$ cat src/rtl/usb_tx_arbiter.sv
// rtl/usb_tx_arbiter.sv - frame-based round-robin arbiter for the USB CDC transmit byte channel
//
// Purpose:
//   Shares one USB CDC transmit byte channel between NUM_SRC response
//   generators. A granted source owns the channel until its last byte,
//   or until MAX_LEN bytes have gone out, whichever comes first.
//   Sources are served round-robin.
//
// Optional feature (macro TX_CHECKSUM_EN):
//   When defined, each frame is followed by one checksum byte: the
//   8-bit sum of the frame's bytes. When undefined, there is no
//   checksum state and no accumulator.
//
// Ports:
//   clk, rst_n   clock and asynchronous active-low reset
//   src_data     byte per source; source i is bits [8i+7:8i]
//   src_valid    source i has a byte
//   src_last     source i's byte ends its frame
//   src_ready    byte accepted from source i
//   tx_data      byte to the USB CDC transmitter
//   tx_valid     tx_data is valid
//   tx_ready     USB CDC accepts the byte
//   busy         a frame (or its checksum) is in progress
//   grant_id     currently or most recently granted source
//   frame_err    one-cycle pulse when a frame is cut at MAX_LEN
module usb_tx_arbiter #(
    parameter int NUM_SRC = 4,
    parameter int MAX_LEN = 64,
    parameter int GW      = 2
) (
    input  logic                   clk,
    input  logic                   rst_n,
    input  logic [8*NUM_SRC-1:0]   src_data,
    input  logic [NUM_SRC-1:0]     src_valid,
    input  logic [NUM_SRC-1:0]     src_last,
    output logic [NUM_SRC-1:0]     src_ready,
    output logic [7:0]             tx_data,
    output logic                   tx_valid,
    input  logic                   tx_ready,
    output logic                   busy,
    output logic [GW-1:0]          grant_id,
    output logic                   frame_err
);

    typedef enum logic [1:0] {
        ST_IDLE = 2'd0,
        ST_XFER = 2'd1,
        ST_CSUM = 2'd2
    } state_t;

    state_t       r_state;
    state_t       w_next_state;
    logic [GW-1:0] r_ptr;
    logic [GW-1:0] r_grant;
    logic [7:0]   r_cnt;
    logic         r_frame_err;
`ifdef TX_CHECKSUM_EN
    logic [7:0]   r_csum;
`endif

    logic [GW-1:0] w_sel;
    logic         w_any;
    logic         w_g_valid;
    logic         w_g_last;
    logic [7:0]   w_g_data;
    logic [7:0]   w_cnt_inc;
    logic         w_fire;
    logic         w_end;
    logic         w_force;

    assign w_any     = |src_valid;
    assign w_g_valid = src_valid[r_grant];
    assign w_g_last  = src_last[r_grant];
    assign w_g_data  = src_data[8*int'(r_grant) +: 8];
    assign w_cnt_inc = r_cnt + 8'd1;

    // Round-robin pick: first requester after the pointer, with wrap.
    // Scanning from the farthest offset down lets the nearest one win.
    always_comb begin
        w_sel = '0;
        for (int k = NUM_SRC; k >= 1; k--) begin
            if (src_valid[(int'(r_ptr) + k) % NUM_SRC]) begin
                w_sel = GW'((int'(r_ptr) + k) % NUM_SRC);
            end
        end
    end

    always_comb begin
        w_next_state = r_state;
        tx_valid     = 1'b0;
        tx_data      = 8'h00;
        src_ready    = '0;
        w_fire       = 1'b0;
        w_end        = 1'b0;
        w_force      = 1'b0;
        case (r_state)
            ST_IDLE: begin
                if (w_any) begin
                    w_next_state = ST_XFER;
                end
            end
            ST_XFER: begin
                tx_data            = w_g_data;
                tx_valid           = w_g_valid;
                src_ready[r_grant] = tx_ready;
                w_fire             = w_g_valid && tx_ready;
                // A last byte wins over the length limit on the same beat.
                if (w_fire && (w_g_last || w_cnt_inc == 8'(MAX_LEN))) begin
                    w_end   = 1'b1;
                    w_force = !w_g_last;
`ifdef TX_CHECKSUM_EN
                    w_next_state = ST_CSUM;
`else
                    w_next_state = ST_IDLE;
`endif
                end
            end
`ifdef TX_CHECKSUM_EN
            ST_CSUM: begin
                tx_valid = 1'b1;
                tx_data  = r_csum;
                if (tx_ready) begin
                    w_next_state = ST_IDLE;
                end
            end
`endif
            default: begin
                w_next_state = ST_IDLE;
            end
        endcase
    end

    always_ff @(posedge clk or negedge rst_n) begin
        if (!rst_n) begin
            r_state     <= ST_IDLE;
            r_ptr       <= GW'(NUM_SRC - 1);
            r_grant     <= '0;
            r_cnt       <= 8'h00;
            r_frame_err <= 1'b0;
`ifdef TX_CHECKSUM_EN
            r_csum      <= 8'h00;
`endif
        end else begin
            r_state     <= w_next_state;
            r_frame_err <= w_force;
            if (r_state == ST_IDLE && w_any) begin
                r_grant <= w_sel;
                r_cnt   <= 8'h00;
`ifdef TX_CHECKSUM_EN
                r_csum  <= 8'h00;
`endif
            end
            if (w_fire) begin
                r_cnt  <= w_cnt_inc;
`ifdef TX_CHECKSUM_EN
                r_csum <= r_csum + w_g_data;
`endif
            end
            if (w_end) begin
                r_ptr <= r_grant;
            end
        end
    end

    assign busy      = (r_state != ST_IDLE);
    assign grant_id  = r_grant;
    assign frame_err = r_frame_err;

endmodule
$ cat config.mk
export PLATFORM = sky130hd
export DESIGN_NAME = usb_tx_arbiter
export DESIGN_NICKNAME = d
export VERILOG_FILES = /design/src/rtl/usb_tx_arbiter.sv
export SDC_FILE = /design/constraint.sdc
export NUM_CORES = 1
export LEC_CHECK = 0
export BUFFER_PORTS_ARGS = -buffer_cell sky130_fd_sc_hd__buf_2
export CORE_MARGIN = 3
export CORE_UTILIZATION = 41
export DETAILED_ROUTE_END_ITERATION = 16
export PLACE_DENSITY = 0.79
export SLEW_MARGIN = 20
export SYNTH_ARGS = -nofsm -noshare
export SYNTH_HDL_FRONTEND = slang
export SYNTH_SLANG_ARGS = --single-unit
$ cat constraint.sdc
create_clock -name clk -period 2.1 [get_ports clk]
set_input_delay 0.315 -clock clk [delete_from_list [all_inputs] [get_ports clk]]
set_output_delay 0.315 -clock clk [all_outputs]
set_load 0.01 [all_outputs]
==> results_dict.tcl <==
set metrics [dict create \
    status "finished, final reports clean" \
    cp-endpoint "tx_data[1]" \
    crit_chain "buf_4 > mux4_2 > and2_1 > buf_2" \
    yosys.area.top_type "dfrtp_1" \
    slew_headroom_pct 71.69 \
    hpwlAfterDp_mm 2.793 \
    wl_mm 3.406 \
    die_w_um 59.96 \
    layout-drive-gt1-share_pct 48.40 \
    p_per_area_mw_per_mm2 1069 \
    multiInputGateArea_um2 765.7 \
    synthTopCellsByArea "dfrtp_1 25%, mux4_2 19%, and2_1 5.2%" \
    crit_family "flip-flops" \
    synth_top_area_share_pct 25.16 \
    final_max_slew_viol_count 0 \
    max_stage_delay_ns 0.60 \
    setup_violations 0 \
    cts-root-buf "clkbuf_4" \
    io_pins 60 \
    timing.rr.start "r_cnt[1]" \
    grt_pass1_wl_mm 5.161 \
    netlist_area_mm2 0.001194 \
    critPathLaunch "grant_id[1]" \
    cts_tree "done" \
    die_area_mm2 0.003595 \
    start_util_pct 45.69 \
    synth_seq_area_share_pct 29.56 \
    cts-htree-levels 1 \
    fillers 231 \
    drt_iter0_drc 46 \
    grt_max_degree 16 \
    critPathCaptureType "output port" \
    worst_setup_path_start_kind "flop" \
    viasPerCell 5.674 \
    overflow 0 \
    total_leakage_power_nw 0.7383 \
    nNetsFinal 234 \
    postSynthCellCount 127 \
    areaGrowthSynthToFinish_pct 32.08 \
    ir_drop_mv 0.7632 \
    drt.antenna.violating_nets 0 \
    wire_per_inst_um 15.62 \
    cts_buffers 3 \
    min-delay-path-class "in -> reg" \
    synthDistinctLibCells 38 \
    arrival_ns 1.72 \
    clkTransAtPathRegs_ns 0.08 \
    design.core.area_mm2 0.002613 \
    avgSynthCellArea_um2 9.399 \
    die_h_um 59.96 \
    yosysWarnings 0 \
    ys.flop_type "dfrtp_1" \
    cts.sinks 14 \
    syn-num-nets 172 \
    cp_max_fo 10 \
    synth_edf_count 0 \
    fin_setup_tns_ns 0 \
    row_count 18 \
    dp.cells 213 \
    drc_errors 0 \
    period_share_pct 96.98 \
    port_buffers 59 \
    vias 1237 \
    critPathKind "reg -> out" \
    synthArstFlopShare_pct 100.0 \
    seqCellArea_um2 355.3 \
    reg2reg_depth 6 \
    period_needed_ns 2.037 \
    gp_congestion 0.8512 \
    instances_no_fill 218 \
    hold_viol_final 0 \
    cts.path.max_buffers 2 \
    path_depth 4 \
    worstMarginPinSlew_ns 0.4247 \
    dr.pass1.iters 5 \
    fmax_mhz 491.0 \
    skew_ns 0.0006842 \
    grtUsageTotal_pct 18.72 \
    reg2reg_to "r_ptr[1]" \
    antenna_found_initial 0 \
    dp_slack_ns 0.1082 \
    diodes 0 \
    postCtsSetupBuffers 0 \
    rsz0062_at_grt "false" \
    clock_latency_ns 0.28 \
    setup_slack_ns 0.06342 \
    worst-path-buf-inv 2 \
    utilization_pct 60.34 \
    grt_pass1_vias 1177 \
    cp_slowest_cell "dfrtp_1" \
    synth-seq-cells 14 \
    ff2ff_setup_slack_ns 0.12 \
    critical_path_required_ns 1.78 \
    maxCapViolCount 0 \
]
[power breakdown]
part	total, mW	internal (mW)	switching, mW	leakage, nW
Sequential	0.501	0.356	0.145	0.174
Combinational	1.02	0.548	0.476	0.549
Clock	0.160	0.0738	0.0866	0.0150
Total	1.69	0.978	0.708	0.738
[worst register-to-register path: cells and delay by family (launching register included)]
family / cells / cell delay (ns)
and+or+nand+nor: 1 / 0.06
AOI/OAI and AO/OA: 3 / 0.96
muxes: 1 / 0.32
adders and majority gates: 1 / 0.22
DFF: 1 / 0.36
[per-stage QoR]
stage / cell area, µm² / power, mW / hold WS (ns)
after floorplan: 1194 / 1.120 / 0.01941
after global placement: 1521 / 1.436 / 0.2231
after detailed placement: 1521 / 1.486 / 0.2311
after CTS: 1559 / 1.653 / 0.3916
after global routing: 1577 / 1.811 / 0.4153
final: 1577 / 1.686 / 0.3960
[cells in the mapped netlist, types with 2 or more instances]
| cell type | n |
|---|---|
| xnor2_1 | 2 |
| and2_1 | 10 |
| nand4_1 | 2 |
| o21ai_0 | 5 |
| a21oi_1 | 4 |
| nor3_1 | 3 |
| inv_1 | 7 |
| o31ai_1 | 2 |
| mux4_2 | 10 |
| dfrtp_1 | 12 |
| o21ai_1 | 9 |
| dfstp_2 | 2 |
| buf_2 | 4 |
| nand2_1 | 7 |
| mux2_4 | 2 |
| nor2_1 | 10 |
| o41ai_1 | 2 |
| clkbuf_1 | 3 |
| buf_4 | 2 |
| nand3_1 | 9 |
| ha_1 | 2 |
| or3_1 | 2 |
[cells in the final DEF (no fill, tap or decap), types with 3 or more instances in the layout]
cell type	n
mux4_2	10
a21oi_1	4
nor3_1	3
inv_1	7
clkbuf_4	3
buf_2	59
dfrtp_1	10
and2_1	9
o21ai_1	9
o21ai_0	5
nand2_1	7
nor2_1	10
buf_4	6
nand3_1	9
[repair_timing]
| action | in CTS | in global routing |
|---|---|---|
| endpoints found under the setup margin | 6 | 8 |
| hold buffers | 1 | 0 |
| gates resized for setup | 1 | 6 |
| endpoints found under the hold margin | 12 | 0 |
| pin swaps | 0 | 1 |
[final cells by class]
cell class | instances | share of cell area (%)
multi-input combinational | 96 | 48.57
timing repair buffer | 67 | 23.17
sequential | 14 | 22.54
tap | 30 | 2.381
clock buffer | 4 | 1.667
inverter | 7 | 1.667
[registers in the layout (all words and copies together), names as in the netlist]
register	cells
frame_err	1
r_ptr	2
grant_id	2
r_cnt	8
r_state	1
[kinds of logic after synthesis]
kind of cell,Yosys count,share of synthesized area (%)
and+or+nand+nor,50,22.64
xor gates and xnor gates,3,2.202
DFF,14,29.56
buffers and inverters,17,7.023
adders and majority gates,2,2.096
AOI/OAI and AO/OA,28,14.26
muxes,13,22.22
[worst min path at each step]
stage / startpoint / to / slack, ns / cells past startpoint
2_1_floorplan: rst_n / frame_err / 0.02 / 0
3_3_place_gp: rst_n / r_cnt[7] / 0.22 / 1
3_5_place_dp: rst_n / r_cnt[7] / 0.23 / 1
4_1_cts: src_valid[2] / r_state[0] / 0.39 / 3
5_1_grt: tx_ready / frame_err / 0.42 / 3
6_report: src_valid[2] / r_state[0] / 0.40 / 3
[metal layers]
metal	track usage (%)	part of all wire, %
met3	4.104	4.5
met4	4.430	1.2
met5	0	0
met2	31.02	53
met1	24.83	41
No activity file was read; power rests on OpenSTA's default activity.
